--- config.mk ---
export PLATFORM = sky130hd
export DESIGN_NAME = pipe_stage_buf
export DESIGN_NICKNAME = d
export VERILOG_FILES = /design/src/rtl/pipe_stage_buf.sv
export SDC_FILE = /design/constraint.sdc
export NUM_CORES = 1
export LEC_CHECK = 0
export CAP_MARGIN = 10
export CORE_UTILIZATION = 50
export CTS_BUF_LIST = sky130_fd_sc_hd__clkbuf_8 sky130_fd_sc_hd__clkbuf_16
export DETAILED_ROUTE_END_ITERATION = 10
export PLACE_DENSITY = 0.83
export SYNTH_ARGS = -nofsm -noshare
export SYNTH_HDL_FRONTEND = slang
export SYNTH_SLANG_ARGS = --single-unit
--- constraint.sdc ---
create_clock -name clk -period 3 [get_ports clk]
set_clock_uncertainty 0.15 [all_clocks]
set_input_delay 0.6 -clock clk [delete_from_list [all_inputs] [get_ports clk]]
set_output_delay 0.6 -clock clk [all_outputs]
set_load 0.02 [all_outputs]
--- src/rtl/pipe_stage_buf.sv ---
// Generic pipeline stage register with a valid/ready handshake and a two-entry skid buffer.
// Flush squashes held entries to a bubble. A saturating counter tracks downstream stall cycles.
module pipe_stage_buf #(
  parameter int unsigned       WIDTH     = 64,
  parameter logic [WIDTH-1:0]  NOP_VALUE = '0,
  parameter int unsigned       CNT_W     = 32
) (
  input  logic             clk,
  input  logic             reset,
  input  logic             in_valid,
  output logic             in_ready,
  input  logic [WIDTH-1:0] in_data,
  input  logic             flush,
  output logic             out_valid,
  input  logic             out_ready,
  output logic [WIDTH-1:0] out_data,
  output logic [CNT_W-1:0] stall_cnt
);

  typedef enum logic [1:0] {
    StEmpty,
    StOne,
    StFull
  } state_e;

  state_e             state_q, state_d;
  logic [WIDTH-1:0]   main_data_q, main_data_d;
  logic [WIDTH-1:0]   skid_data_q, skid_data_d;
  logic [CNT_W-1:0]   stall_cnt_q, stall_cnt_d;

  logic main_v;
  logic skid_v;
  logic push;
  logic pop;
  logic stall;

  assign main_v = (state_q != StEmpty);
  assign skid_v = (state_q == StFull);

  // in_ready never looks at out_ready: the skid entry absorbs the one-cycle lag.
  assign in_ready = !reset && !flush && !skid_v;
  assign push     = in_valid && in_ready;
  assign pop      = main_v && out_ready;
  assign stall    = main_v && !out_ready;

  always_comb begin
    state_d     = state_q;
    main_data_d = main_data_q;
    skid_data_d = skid_data_q;

    case (state_q)
      StEmpty: begin
        if (push) begin
          main_data_d = in_data;
          state_d     = StOne;
        end
      end
      StOne: begin
        if (push && pop) begin
          main_data_d = in_data;
        end else if (push) begin
          skid_data_d = in_data;
          state_d     = StFull;
        end else if (pop) begin
          state_d = StEmpty;
        end
      end
      StFull: begin
        if (pop) begin
          main_data_d = skid_data_q;
          state_d     = StOne;
        end
      end
      default: begin
        state_d = StEmpty;
      end
    endcase

    if (flush) begin
      state_d = StEmpty;
    end
  end

  always_comb begin
    stall_cnt_d = stall_cnt_q;
    if (stall && (stall_cnt_q != {CNT_W{1'b1}})) begin
      stall_cnt_d = stall_cnt_q + CNT_W'(1);
    end
  end

  always_ff @(posedge clk) begin
    if (reset) begin
      state_q     <= StEmpty;
      main_data_q <= NOP_VALUE;
      skid_data_q <= NOP_VALUE;
      stall_cnt_q <= '0;
    end else begin
      state_q     <= state_d;
      main_data_q <= main_data_d;
      skid_data_q <= skid_data_d;
      stall_cnt_q <= stall_cnt_d;
    end
  end

  assign out_valid = main_v;
  assign out_data  = main_v ? main_data_q : NOP_VALUE;
  assign stall_cnt = stall_cnt_q;

endmodule

# Yosys cells after proc, flatten, opt, wreduce, memory -nomap -nowiden
# Cells that the tools add are included.
# W data, S select, Z words.
[totals] reg_bits=162 latch_bits=0 ram_bits=0 romBits=0 inputBits=69 out_inout_bits=98 wordCells=43 mem_count=0
[op_classes] add_sub_neg=1 multipliers=0 div=0 order_cmp=0 n_eq_ne=8 shift=0 muxes=11 bitwise=1 reduce_logical=18
[op_table] op="$mux W64" count=4
[op_table] op="$pmux W64 S3" count=1
[op_table] op="$add A32 B1 Y32 const B" count=1
[op_table] op="$ne A32 B32 Y1 const B" count=1
[op_table] op="$mux W2" count=5
[op_table] op="$reduce_and A4 Y1" count=2
[op_table] op="$logic_and A1 B1 Y1" count=7
[op_table] op="$ne A2 B2 Y1 const B" count=3
[op_table] op="$pmux W2 S3" count=1
[op_table] op="$logic_not A1 Y1" count=4
[op_table] op="$ne A3 B3 Y1 const B" count=1
[op_table] op="$reduce_and A3 Y1" count=1
[op_table] op="$reduce_bool A3 Y1" count=1
[op_table] op="$eq A2 B1 Y1 const B" count=1
[op_table] op="$eq A2 B2 Y1 const B" count=1
[op_table] op="$logic_not A2 Y1" count=1
[op_table] op="$ne A2 B1 Y1 const B" count=1
[op_table] op="$reduce_bool A2 Y1" count=1
[op_table] op="$reduce_or A2 Y1" count=1
[op_table] op="$not A1 Y1" count=1

# Depth between registers and ports, before layout
# Gate-level depths: netlist (run 1).
[logic_depth] word_depth=7 ltp_mapped=8

# Worst setup path before layout (run 1)
# Ideal clock, no wire load.
[synth_path] kind="register -> register" startpoint="register stall_cnt_q[0] (netlist: stall_cnt[0])" endpoint="register stall_cnt_q[18] (netlist: stall_cnt[18])" setup_time_ps=70 arrival_ps=2028 t_required_ps=2780 path_slack_ps=751 path_stages_with_launch=7 path_buffers=1 period_less_slack_ps=2249 path_cell_list="dfxtp_1 > ha_1 > nand3_1 > or3_1 > buf_2 > or4_1 > a21oi_1"
[synth_between] elab_chain_cells=2 elab_cells_between_ends=3 classes_between="add/sub: 1; eq/ne: 1; reduce/logical: 1"
[synth_rtl] element="from (decl)" line_no="29" text="logic [CNT_W-1:0] stall_cnt_q, stall_cnt_d;"
[synth_rtl] element="from (signal assigned)" line_no="101" text="stall_cnt_q <= stall_cnt_d;"
[synth_rtl] element="parallel branches: the longest is 2 deep, another holds $add A32 B1 Y32"
# Parallel ways; which one is timed is not known.
# A chain may end at the register's enable or synchronous reset.

# Worst setup path in the final report (run 1)
[layout_path] startpoint="register state_q[1]" endpoint="output out_data[19]"
[layout_between] elab_chain_cells=2
[layout_rtl] element="from (decl)" line_no="26" text="state_e state_q, state_d;"
[layout_rtl] element="from (signal assigned)" line_no="93" text="state_q <= StEmpty;"
[layout_rtl] element="from (signal assigned)" line_no="98" text="state_q <= state_d;"
[layout_rtl] element="$reduce_bool A2 Y1" line_no="37" text="assign main_v = (state_q != StEmpty);"
[layout_rtl] element="$mux W64" line_no="106" text="assign out_data = main_v ? main_data_q : NOP_VALUE;"
[layout_rtl] element="to (decl)" line_no="16" text="output logic [WIDTH-1:0] out_data,"
# Every way passes these cells.

==> results.py, run 1 <==
metrics = {
    "outcome": {
        "status": "complete, no violations",
    },
    "run": {
        "drv_cap": 0,
    },
    "global_routing": {
        "grt_max_degree": 100,
        "track_usage_pct": 23.58,
        "antenna_found_initial": 0,
        "grt_pass1_vias": 5746,
        "grt_pass1_wl_um": 27590,
        "overflow": 0,
    },
    "floorplanning": {
        "std_cell_rows": 43,
        "io-pin-count": 167,
        "start_util_pct": 51.19,
        "design.core.area_sq_um": 13880,
        "die_w_um": 121.2,
        "chipHeight_um": 121.2,
        "die-area_sq_um": 14690,
    },
    "drt": {
        "dr_total_vias": 6367,
        "drt-initial-drc-count": 386,
        "avgViaCountPerCell": 5.410,
        "wire_per_inst_um": 14.62,
        "drc": 0,
        "drtPass1Iterations": 5,
        "drt_wl_total_um": 17210,
        "detail-route-antenna-nets": 0,
    },
    "critical_path": {
        "cp_num_buf_inv": 2,
        "rr_startpoint": "stall_cnt[0]$_SDFFE_PP0P_",
        "r2r_slack_ns": 0.44,
        "cp-end-kind": "output port",
        "start_kind": "flop",
        "cp.required_ns": 2.25,
        "crit_slowest_cell": "clkdlybuf4s50_1",
        "critPathArrivalTime_ns": 2.11,
        "slowest_delay_ns": 0.54,
        "r2r_cells": 6,
        "worst-path-max-fanout": 22,
        "cp_cell_sequence": "or2_2 -> buf_4 -> and2_1 -> clkdlybuf4s50_1",
        "r2r-end": "stall_cnt[10]$_SDFFE_PP0P_",
        "critical-path-top-delay-family": "buffers and inverters",
        "crit_type": "flop to output port",
    },
    "cts": {
        "htreeDepth": 4,
        "cts_tree": "done",
        "cts.clk_slew.worst_paths_ns": 0.06,
        "cts_root_buf": "clkbuf_16",
        "max-clock-path-buffers": 2,
        "cts_sinks": 162,
        "cts_hold_buf": 0,
        "clkLatencyLatePin_ns": 0.41,
        "cts_made_buffers": 17,
    },
    "placed_design": {
        "place_congestion": 0.7676,
        "io_buffers": 166,
        "dpl_cell_area_sq_um": 8917,
        "place_ws_ns": 0.2202,
        "place_hpwl_um": 10950,
    },
    "synthesis": {
        "ys_seq_area_share_pct": 45.64,
        "synth-main-ff-cell": "dfxtp_1",
        "yosys_warnings": 0,
        "postSynth.asyncResetShare_pct": 0,
        "ys_seq_elements": 162,
        "syn_inst": 851,
        "syn_avg_cell_area_sq_um": 8.350,
        "synth-edff-count": 0,
        "synth_nets": 921,
        "synth_cell_types": 38,
        "syn_area_sq_um": 7106,
    },
    "worst_hold_path": {
        "min_path_type": "flop to flop",
        "min_to": "skid_data_q[31]$_SDFFE_PP0P_",
        "holdCritStartpoint": "skid_data_q[31]$_SDFFE_PP0P_",
        "worstHoldPathCells": 2,
    },
    "power": {
        "clkPwrFrac_pct": 46.1,
        "p_per_area_nw_per_um2": 507.9,
        "p_int_w": 0.003781,
        "ir_drop_mv": 0.3580,
        "p_switching_w": 0.001062,
        "combPwrFrac_pct": 7.8,
        "swShare_pct": 21.93,
        "seqPwrFrac_pct": 46.1,
        "p_leak_nw": 3.612,
    },
    "timing": {
        "fin_tns_setup_ns": 0,
        "tightest_slew_ns": 1.042,
        "hold_viol": 0,
        "worst_slack_ns": 0.1436,
        "relSlewSlack_pct": 30.51,
        "setup_violations": 0,
        "fin_crit_sh_pct": 95.21,
        "slew_violations": 0,
        "fmax_ghz": 0.3501,
        "rsz0062_at_grt": "false",
        "period_needed_ns": 2.856,
    },
    "layout": {
        "final_cell_mix": "165 x clkdlybuf4s50_1, 161 x dfxtp_1, 144 x nand2_1",
        "layout-drive-gt1-share_pct": 5.717,
        "diodes": 0,
        "stdcell_area_sq_um": 9535,
        "nets": 1054,
        "areaGrowthSynthToFinish_pct": 34.20,
        "final_common_cell": "clkdlybuf4s50_1",
    },
}
[routing by layer]
layer | routed length (um) | track usage (%) | vias up | part of all wire (%)
li1 | - | - | 3232 | -
met1 | 7738 | 30.82 | 2938 | 45
met2 | 8208 | 37.50 | 166 | 48
met3 | 812 | 4.746 | 31 | 4.7
met4 | 450 | 10.49 | 0 | 2.6
met5 | 0 | 0 | - | 0
[worst min-delay path, stage by stage, from the launching register on]
cell and delay [ns]:
dfxtp_1 0.30, nand2_1 0.05, a21oi_1 0.05
[cells by family (layout without fill, tap and decap cells)]
logic type | after synthesis | count (layout) | share of synthesized area (%)
simple gates | 358 | 358 | 23.88
xor+xnor | 4 | 4 | 0.4930
flops | 162 | 162 | 45.64
compound gates | 189 | 189 | 16.36
fa+ha+maj | 1 | 1 | 0.1761
mux | 66 | 66 | 9.315
buf+inv | 71 | 217 | 4.138
[state kept, by name, summed over array words and instances (netlist names)]
register,count
main_data_q,64
skid_data_q,64
stall_cnt,32
state_q,2
[through the flow]
stage / instances / utilization, % / hold WS (ns) / total power (W)
floorplan: 851 / - / 0.2857 / 0.002474
detailed placement: 1145 / 64.24 / 0.2956 / 0.002657
CTS: 1177 / 68.69 / 0.3038 / 0.004872
finish: 1177 / 68.69 / 0.3024 / 0.004843
global placement: 1145 / 64.24 / 0.2903 / 0.002648
global route: 1177 / 68.69 / 0.3184 / 0.005015
[how the worst max path moves through the flow]
| stage | startpoint | end | slack (ns) | cells past startpoint |
|---|---|---|---|---|
| 2_1_floorplan | stall_cnt[0]$_SDFFE_PP0P_ | stall_cnt[18]$_SDFFE_PP0P_ | 0.75 | 6 |
| 3_3_place_gp | flush | in_ready | 0.22 | 4 |
| 3_5_place_dp | flush | in_ready | 0.22 | 4 |
| 4_1_cts | state_q[1]$_SDFFE_PP0P_ | out_data[4] | 0.02 | 4 |
| 5_1_grt | state_q[0]$_SDFFE_PP0P_ | out_data[17] | 0.05 | 4 |
| 6_report | state_q[1]$_SDFFE_PP0P_ | out_data[19] | 0.14 | 4 |
[cell usage after synthesis, types with 2 or more instances]
cell	instances	area share, %
dfxtp_1	162	46
nand2_1	144	7.6
a21oi_1	92	6.5
nor2_1	77	4.1
and2_1	67	5.9
mux2i_1	65	9.2
a211oi_1	64	6.8
clkbuf_1	46	2.4
or3_1	16	1.4
o31ai_1	12	1.3
or4_1	12	1.3
nand3_1	11	0.77
buf_2	10	0.70
buf_1	9	0.48
nand4_1	9	0.79
o21ai_0	9	0.63
and3_1	5	0.44
nor3_1	5	0.35
o21ai_1	5	0.35
xor2_1	4	0.49
inv_1	3	0.16
nor2b_1	3	0.26
buf_4	2	0.21
nand2b_1	2	0.18
nor4_1	2	0.18
o22ai_1	2	0.18
or2_2	2	0.18
[power by group through the flow]
stage	sequential, W	combinational (W)	clock, W
after floorplan	0.00227	0.000200	0
after global routing	0.00224	0.000413	0.00236
after CTS	0.00223	0.000379	0.00226
after global placement	0.00228	0.000371	0
after detailed placement	0.00228	0.000377	0
final	0.00223	0.000377	0.00223
[what timing repair did]
item	4_1_cts	5_1_grt
setup buffers	0	0
resized for setup	0	1
endpoints found under the setup margin	0	20
endpoints found under the hold margin	0	0
[layout make-up]
cell class,instances,area [sq um]
Fill cell,1115,4345
Multi-Input combinational cell,618,3596
Sequential cell,162,3244
Timing Repair Buffer,182,1842
Clock buffer,21,480.5
Tap cell,180,225.2
Clock inverter,11,136.4
Inverter,3,11.26
Note: power is estimated with default switching activity, not from simulation.
==> run 2, diff against run 1 <==
--- a/config.mk
+++ b/config.mk
@@ -10,6 +10,8 @@
 export CTS_BUF_LIST = sky130_fd_sc_hd__clkbuf_8 sky130_fd_sc_hd__clkbuf_16
 export DETAILED_ROUTE_END_ITERATION = 10
 export PLACE_DENSITY = 0.83
+export SETUP_SLACK_MARGIN = 0.3
 export SYNTH_ARGS = -nofsm -noshare
 export SYNTH_HDL_FRONTEND = slang
 export SYNTH_SLANG_ARGS = --single-unit
+export TNS_END_PERCENT = 20
==> run 2 against run 1 <==
Clock power is essentially flat; clock-buffer cell count stayed put; fmax up 1.2%; power is 0.12% higher; design area up 0.10%; critical endpoint is now out_data[23]; highest routed layer unchanged.
==> results.py, run 2 (synthesis results as in run 1) <==
metrics = {
    "timing": {
        "tightest_slew_ns": 1.031,
        "fin_crit_sh_pct": 94.05,
        "setup_violations": 0,
        "hold_viol": 0,
        "rsz0062_at_grt": "true",
        "slew_violations": 0,
        "period_needed_ns": 2.822,
        "fmax_ghz": 0.3544,
        "relSlewSlack_pct": 31.29,
        "fin_tns_setup_ns": 0,
    },
    "drt": {
        "drtPass1Iterations": 5,
        "detail-route-antenna-nets": 0,
        "wire_per_inst_um": 14.65,
        "highest_layer": "met4",
        "route.met2.wl_um": 8260,
        "dr_total_vias": 6407,
        "avgViaCountPerCell": 5.444,
        "drc": 0,
        "drt_wl_total_um": 17240,
        "drt-met1-wl_um": 7672,
        "drt-initial-drc-count": 434,
        "met3_length_um": 901,
    },
    "floorplanning": {
        "die-area_sq_um": 14690,
        "io-pin-count": 167,
        "chipHeight_um": 121.2,
        "start_util_pct": 51.19,
        "die_w_um": 121.2,
        "design.core.area_sq_um": 13880,
        "std_cell_rows": 43,
    },
    "power": {
        "clkPwrFrac_pct": 46.2,
        "p_int_w": 0.003779,
        "combPwrFrac_pct": 7.8,
        "p_per_area_nw_per_um2": 508.0,
        "p_leak_nw": 3.837,
        "seqPwrFrac_pct": 46.0,
        "p_switching_w": 0.001070,
        "swShare_pct": 22.06,
        "ir_drop_mv": 0.3582,
    },
    "placed_design": {
        "place_hpwl_um": 10950,
        "io_buffers": 166,
        "place_congestion": 0.7676,
    },
    "worst_hold_path": {
        "min_to": "skid_data_q[48]$_SDFFE_PP0P_",
        "worstHoldPathCells": 2,
        "holdCritStartpoint": "skid_data_q[48]$_SDFFE_PP0P_",
        "min_path_type": "flop to flop",
    },
    "layout": {
        "fill_cells": 1122,
        "regArea_sq_um": 3244,
        "diodes": 0,
        "final_cell_mix": "161 x dfxtp_1, 144 x nand2_1, 143 x clkdlybuf4s50_1",
        "final_common_cell": "dfxtp_1",
        "nets": 1054,
        "layout-drive-gt1-share_pct": 5.717,
        "final_util_pct": 68.77,
        "multiInputGateArea_sq_um": 3596,
        "areaGrowthSynthToFinish_pct": 34.34,
    },
    "critical_path": {
        "r2r_cells": 6,
        "cp.required_ns": 2.25,
        "start_kind": "flop",
        "rr_startpoint": "stall_cnt[0]$_SDFFE_PP0P_",
        "crit_slowest_cell": "clkdlybuf4s50_1",
        "cp-end-kind": "output port",
        "critPathArrivalTime_ns": 2.07,
        "r2r_slack_ns": 0.46,
        "crit_type": "flop to output port",
        "slowest_delay_ns": 0.56,
        "worst-path-max-fanout": 45,
        "r2r-end": "stall_cnt[10]$_SDFFE_PP0P_",
        "cp_cell_sequence": "or2_2 -> buf_12 -> and2_1 -> clkdlybuf4s50_1",
    },
    "cts": {
        "cts_made_buffers": 17,
        "cts_tree": "done",
        "max-clock-path-buffers": 2,
        "htreeDepth": 4,
        "cts_root_buf": "clkbuf_16",
        "post-cts-setup-buffers": 0,
        "clkLatencyLatePin_ns": 0.41,
        "cts_sinks": 162,
        "cts.clk_slew.worst_paths_ns": 0.06,
        "cts_hold_buf": 0,
    },
    "global_routing": {
        "grt_pass1_wl_um": 27620,
        "overflow": 0,
        "antenna_found_initial": 0,
        "track_usage_pct": 23.61,
        "grt_pass1_vias": 5745,
        "grt_max_degree": 100,
    },
    "outcome": {
        "status": "complete, no violations",
    },
    "run": {
        "drv_cap": 0,
    },
}
[run 2: metal layers]
| layer | global-route usage (%) | vias to the layer above |
|---|---|---|
| li1 | - | 3231 |
| met1 | 30.82 | 2963 |
| met2 | 37.57 | 184 |
| met3 | 4.746 | 29 |
| met4 | 10.57 | 0 |
| met5 | 0 | - |
[run 2: power groups by stage]
stage,combinational (W),sequential [W],clock [W]
6_report,0.000376,0.00223,0.00224
5_1_grt,0.000411,0.00224,0.00236
4_1_cts,0.000377,0.00223,0.00226
3_5_place_dp,0.000377,0.00228,0
3_3_place_gp,0.000371,0.00228,0
2_1_floorplan,0.000200,0.00227,0
[run 2: final cells by class]
type                            instances  area share (%)
Clock inverter                         11           1.429
Tap cell                              180           2.359
Timing Repair Buffer                  182           19.40
Inverter                                3          0.1180
Multi-Input combinational cell        618           37.67
Clock buffer                           21           5.033
Sequential cell                       162           33.99
[run 2: worst max path at each step]
stage                              startpoint                    endpoint  slack [ns]  cells past startpoint
floorplan           stall_cnt[0]$_SDFFE_PP0P_  stall_cnt[18]$_SDFFE_PP0P_        0.75                      6
CTS                   state_q[1]$_SDFFE_PP0P_                out_data[10]        0.15                      4
detailed placement                      flush                    in_ready        0.22                      4
global placement                        flush                    in_ready        0.22                      4
finish                state_q[1]$_SDFFE_PP0P_                out_data[23]        0.18                      4
global route          state_q[1]$_SDFFE_PP0P_                 out_data[2]        0.13                      4
[run 2: critical path, delay by kind of cell, from the launching register on]
family                 cells  cell delay (ns)
buffers and inverters      2             0.75
DFF                        1             0.37
and+or+nand+nor            2             0.52
[run 2: stage by stage]
stage / total power, W / hold slack [ns] / setup WS, ns / cell area, sq um / cells
after floorplan: 0.002474 / 0.2857 / 0.7512 / 7106 / 851
after global placement: 0.002648 / 0.2903 / 0.2220 / 8917 / 1145
after detailed placement: 0.002657 / 0.2956 / 0.2202 / 8917 / 1145
after CTS: 0.004870 / 0.3038 / 0.1549 / 9519 / 1177
after global routing: 0.005013 / 0.3184 / 0.1293 / 9545 / 1177
final: 0.004849 / 0.3032 / 0.1784 / 9545 / 1177
[run 2: repair_timing]
item / in CTS / in global routing
gates cloned: 0 / 0
gates resized for setup: 14 / 10
endpoints found under the setup margin: 66 / 54
pin swaps: 0 / 0
==> run 3, diff against run 2 <==
--- a/config.mk
+++ b/config.mk
@@ -11,6 +11,7 @@
 export DETAILED_ROUTE_END_ITERATION = 10
 export PLACE_DENSITY = 0.83
 export SETUP_SLACK_MARGIN = 0.3
+export SLEW_MARGIN = 40
 export SYNTH_ARGS = -nofsm -noshare
 export SYNTH_HDL_FRONTEND = slang
 export SYNTH_SLANG_ARGS = --single-unit
==> constraint.sdc (replaced) <==
create_clock -name clk -period 3 [get_ports clk]
set_clock_uncertainty 0.15 [all_clocks]
set_input_delay 0.9 -clock clk [delete_from_list [all_inputs] [get_ports clk]]
set_output_delay 0.9 -clock clk [all_outputs]
set_load 0.02 [all_outputs]
==> run 3 against run 2 <==
Routed wire length rose by 1.1%; first-iteration DRC count shrank 13%; clock-buffer cell count down 3; hold slack got worse by 0.0016 ns; critical endpoint is now out_data[0]; sequential cell count unchanged; die area unchanged; critical path type unchanged.
==> results.py, run 3 (synthesis results as in run 1) <==
metrics = {
    "critical_path": {
        "r2r_cells": 7,
        "rr_startpoint": "stall_cnt[0]$_SDFFE_PP0P_",
        "r2r_slack_ns": 0.47,
        "critPathArrivalTime_ns": 1.68,
        "cp-end-kind": "output port",
        "worst-path-max-fanout": 22,
        "cp.required_ns": 1.95,
        "r2r-end": "stall_cnt[1]$_SDFFE_PP0P_",
        "start_kind": "flop",
        "crit_type": "flop to output port",
    },
    "cts": {
        "htreeDepth": 4,
        "clkLatencyLatePin_ns": 0.42,
        "max-clock-path-buffers": 2,
        "cts_hold_buf": 0,
        "cts_made_buffers": 17,
        "cts_sinks": 162,
        "cts_tree": "done",
        "cts_root_buf": "clkbuf_16",
        "cts.clk_slew.worst_paths_ns": 0.06,
    },
    "timing": {
        "rsz0062_at_grt": "true",
        "fin_crit_sh_pct": 91.02,
        "fin_tns_setup_ns": 0,
        "slew_violations": 0,
        "fmax_ghz": 0.3662,
        "relSlewSlack_pct": 48.52,
        "period_needed_ns": 2.731,
        "tightest_slew_ns": 0.7722,
        "setup_violations": 0,
        "hold_viol": 0,
    },
    "drt": {
        "avgViaCountPerCell": 5.439,
        "drtPass1Iterations": 5,
        "drc": 0,
        "drt_wl_total_um": 17430,
        "detail-route-antenna-nets": 0,
        "drt-initial-drc-count": 376,
        "dr_total_vias": 6451,
        "wire_per_inst_um": 14.69,
    },
    "placed_design": {
        "place_hpwl_um": 11190,
        "io_buffers": 166,
        "place_congestion": 0.8462,
    },
    "global_routing": {
        "grt_pass1_wl_um": 28030,
        "grt_pass1_vias": 5809,
        "antenna_found_initial": 0,
        "overflow": 0,
        "track_usage_pct": 24.06,
        "grt_max_degree": 76,
    },
    "layout": {
        "layout-drive-gt1-share_pct": 11.73,
        "nets": 1063,
        "areaGrowthSynthToFinish_pct": 33.74,
        "diodes": 0,
        "final_cell_mix": "161 x dfxtp_1, 144 x nand2_1, 98 x clkdlybuf4s50_1",
        "final_util_pct": 68.46,
        "final_common_cell": "dfxtp_1",
    },
    "run": {
        "drv_cap": 0,
    },
    "floorplanning": {
        "io-pin-count": 167,
        "start_util_pct": 51.19,
        "die-area_sq_um": 14690,
        "std_cell_rows": 43,
        "design.core.area_sq_um": 13880,
        "chipHeight_um": 121.2,
        "die_w_um": 121.2,
    },
    "outcome": {
        "status": "complete, no violations",
    },
    "power": {
        "p_leak_nw": 3.798,
        "ir_drop_mv": 0.3836,
        "p_per_area_nw_per_um2": 529.0,
    },
    "worst_hold_path": {
        "holdCritStartpoint": "skid_data_q[5]$_SDFFE_PP0P_",
        "min_to": "skid_data_q[5]$_SDFFE_PP0P_",
        "worstHoldPathCells": 2,
        "min_path_type": "flop to flop",
    },
}
## run 3: what timing repair did
item | CTS | global route
buffers inserted | 1 | 0
cloned | 1 | 0
setup endpoints to repair | 66 | 53
pin swaps | 1 | 0
resized for setup | 212 | 8
## run 3: where the power goes
| group | leakage [nW] | internal [W] | total [W] | switching (W) |
|---|---|---|---|---|
| Clock | 0.314 | 0.00151 | 0.00241 | 0.000895 |
| Sequential | 1.31 | 0.00221 | 0.00223 | 0.0000254 |
| Combinational | 2.17 | 0.000190 | 0.000387 | 0.000197 |
| Total | 3.80 | 0.00391 | 0.00503 | 0.00112 |
## run 3: how the worst max path moves through the flow
stage | start | end | slack [ns] | cells past startpoint
floorplan | reset | in_ready | 0.48 | 3
global placement | flush | in_ready | -0.34 | 4
detailed placement | flush | in_ready | -0.35 | 4
CTS | state_q[0]$_SDFFE_PP0P_ | out_data[10] | 0.26 | 4
global route | state_q[0]$_SDFFE_PP0P_ | out_data[0] | 0.23 | 4
finish | state_q[0]$_SDFFE_PP0P_ | out_data[0] | 0.27 | 4
## run 3: cell type report
cell class / instances / area (sq um)
Fill cell: 1134 / 4378
Multi-Input combinational cell: 618 / 3603
Clock inverter: 14 / 225.2
Sequential cell: 162 / 3244
Tap cell: 180 / 225.2
Clock buffer: 18 / 439.2
Timing Repair Buffer: 191 / 1754
Inverter: 3 / 11.26
## run 3: per-layer routing
metal	global-route usage, %	wire [um]	vias to the layer above
met5	0	0	-
met4	9.491	395	0
met3	5.310	855	31
met2	40.07	8506	174
met1	30.13	7670	3006
li1	-	-	3240
## run 3: worst max-delay path: stages (launching register included)
cell and delay, ns:
dfxtp_2 0.35, or2_4 0.27, bufbuf_16 0.30, and2_1 0.18, buf_2 0.16
## run 3: metrics by stage
stage | instance area (sq um) | hold WS [ns] | cells | worst slack, ns | power, W
floorplan | 7106 | 0.2857 | 851 | 0.4801 | 0.002474
global placement | 8962 | 0.2901 | 1151 | -0.3393 | 0.002654
detailed placement | 8982 | 0.2956 | 1152 | -0.3517 | 0.002666
CTS | 9539 | 0.3043 | 1186 | 0.2570 | 0.005060
global route | 9503 | 0.3152 | 1186 | 0.2334 | 0.005199
finish | 9503 | 0.3015 | 1186 | 0.2694 | 0.005027
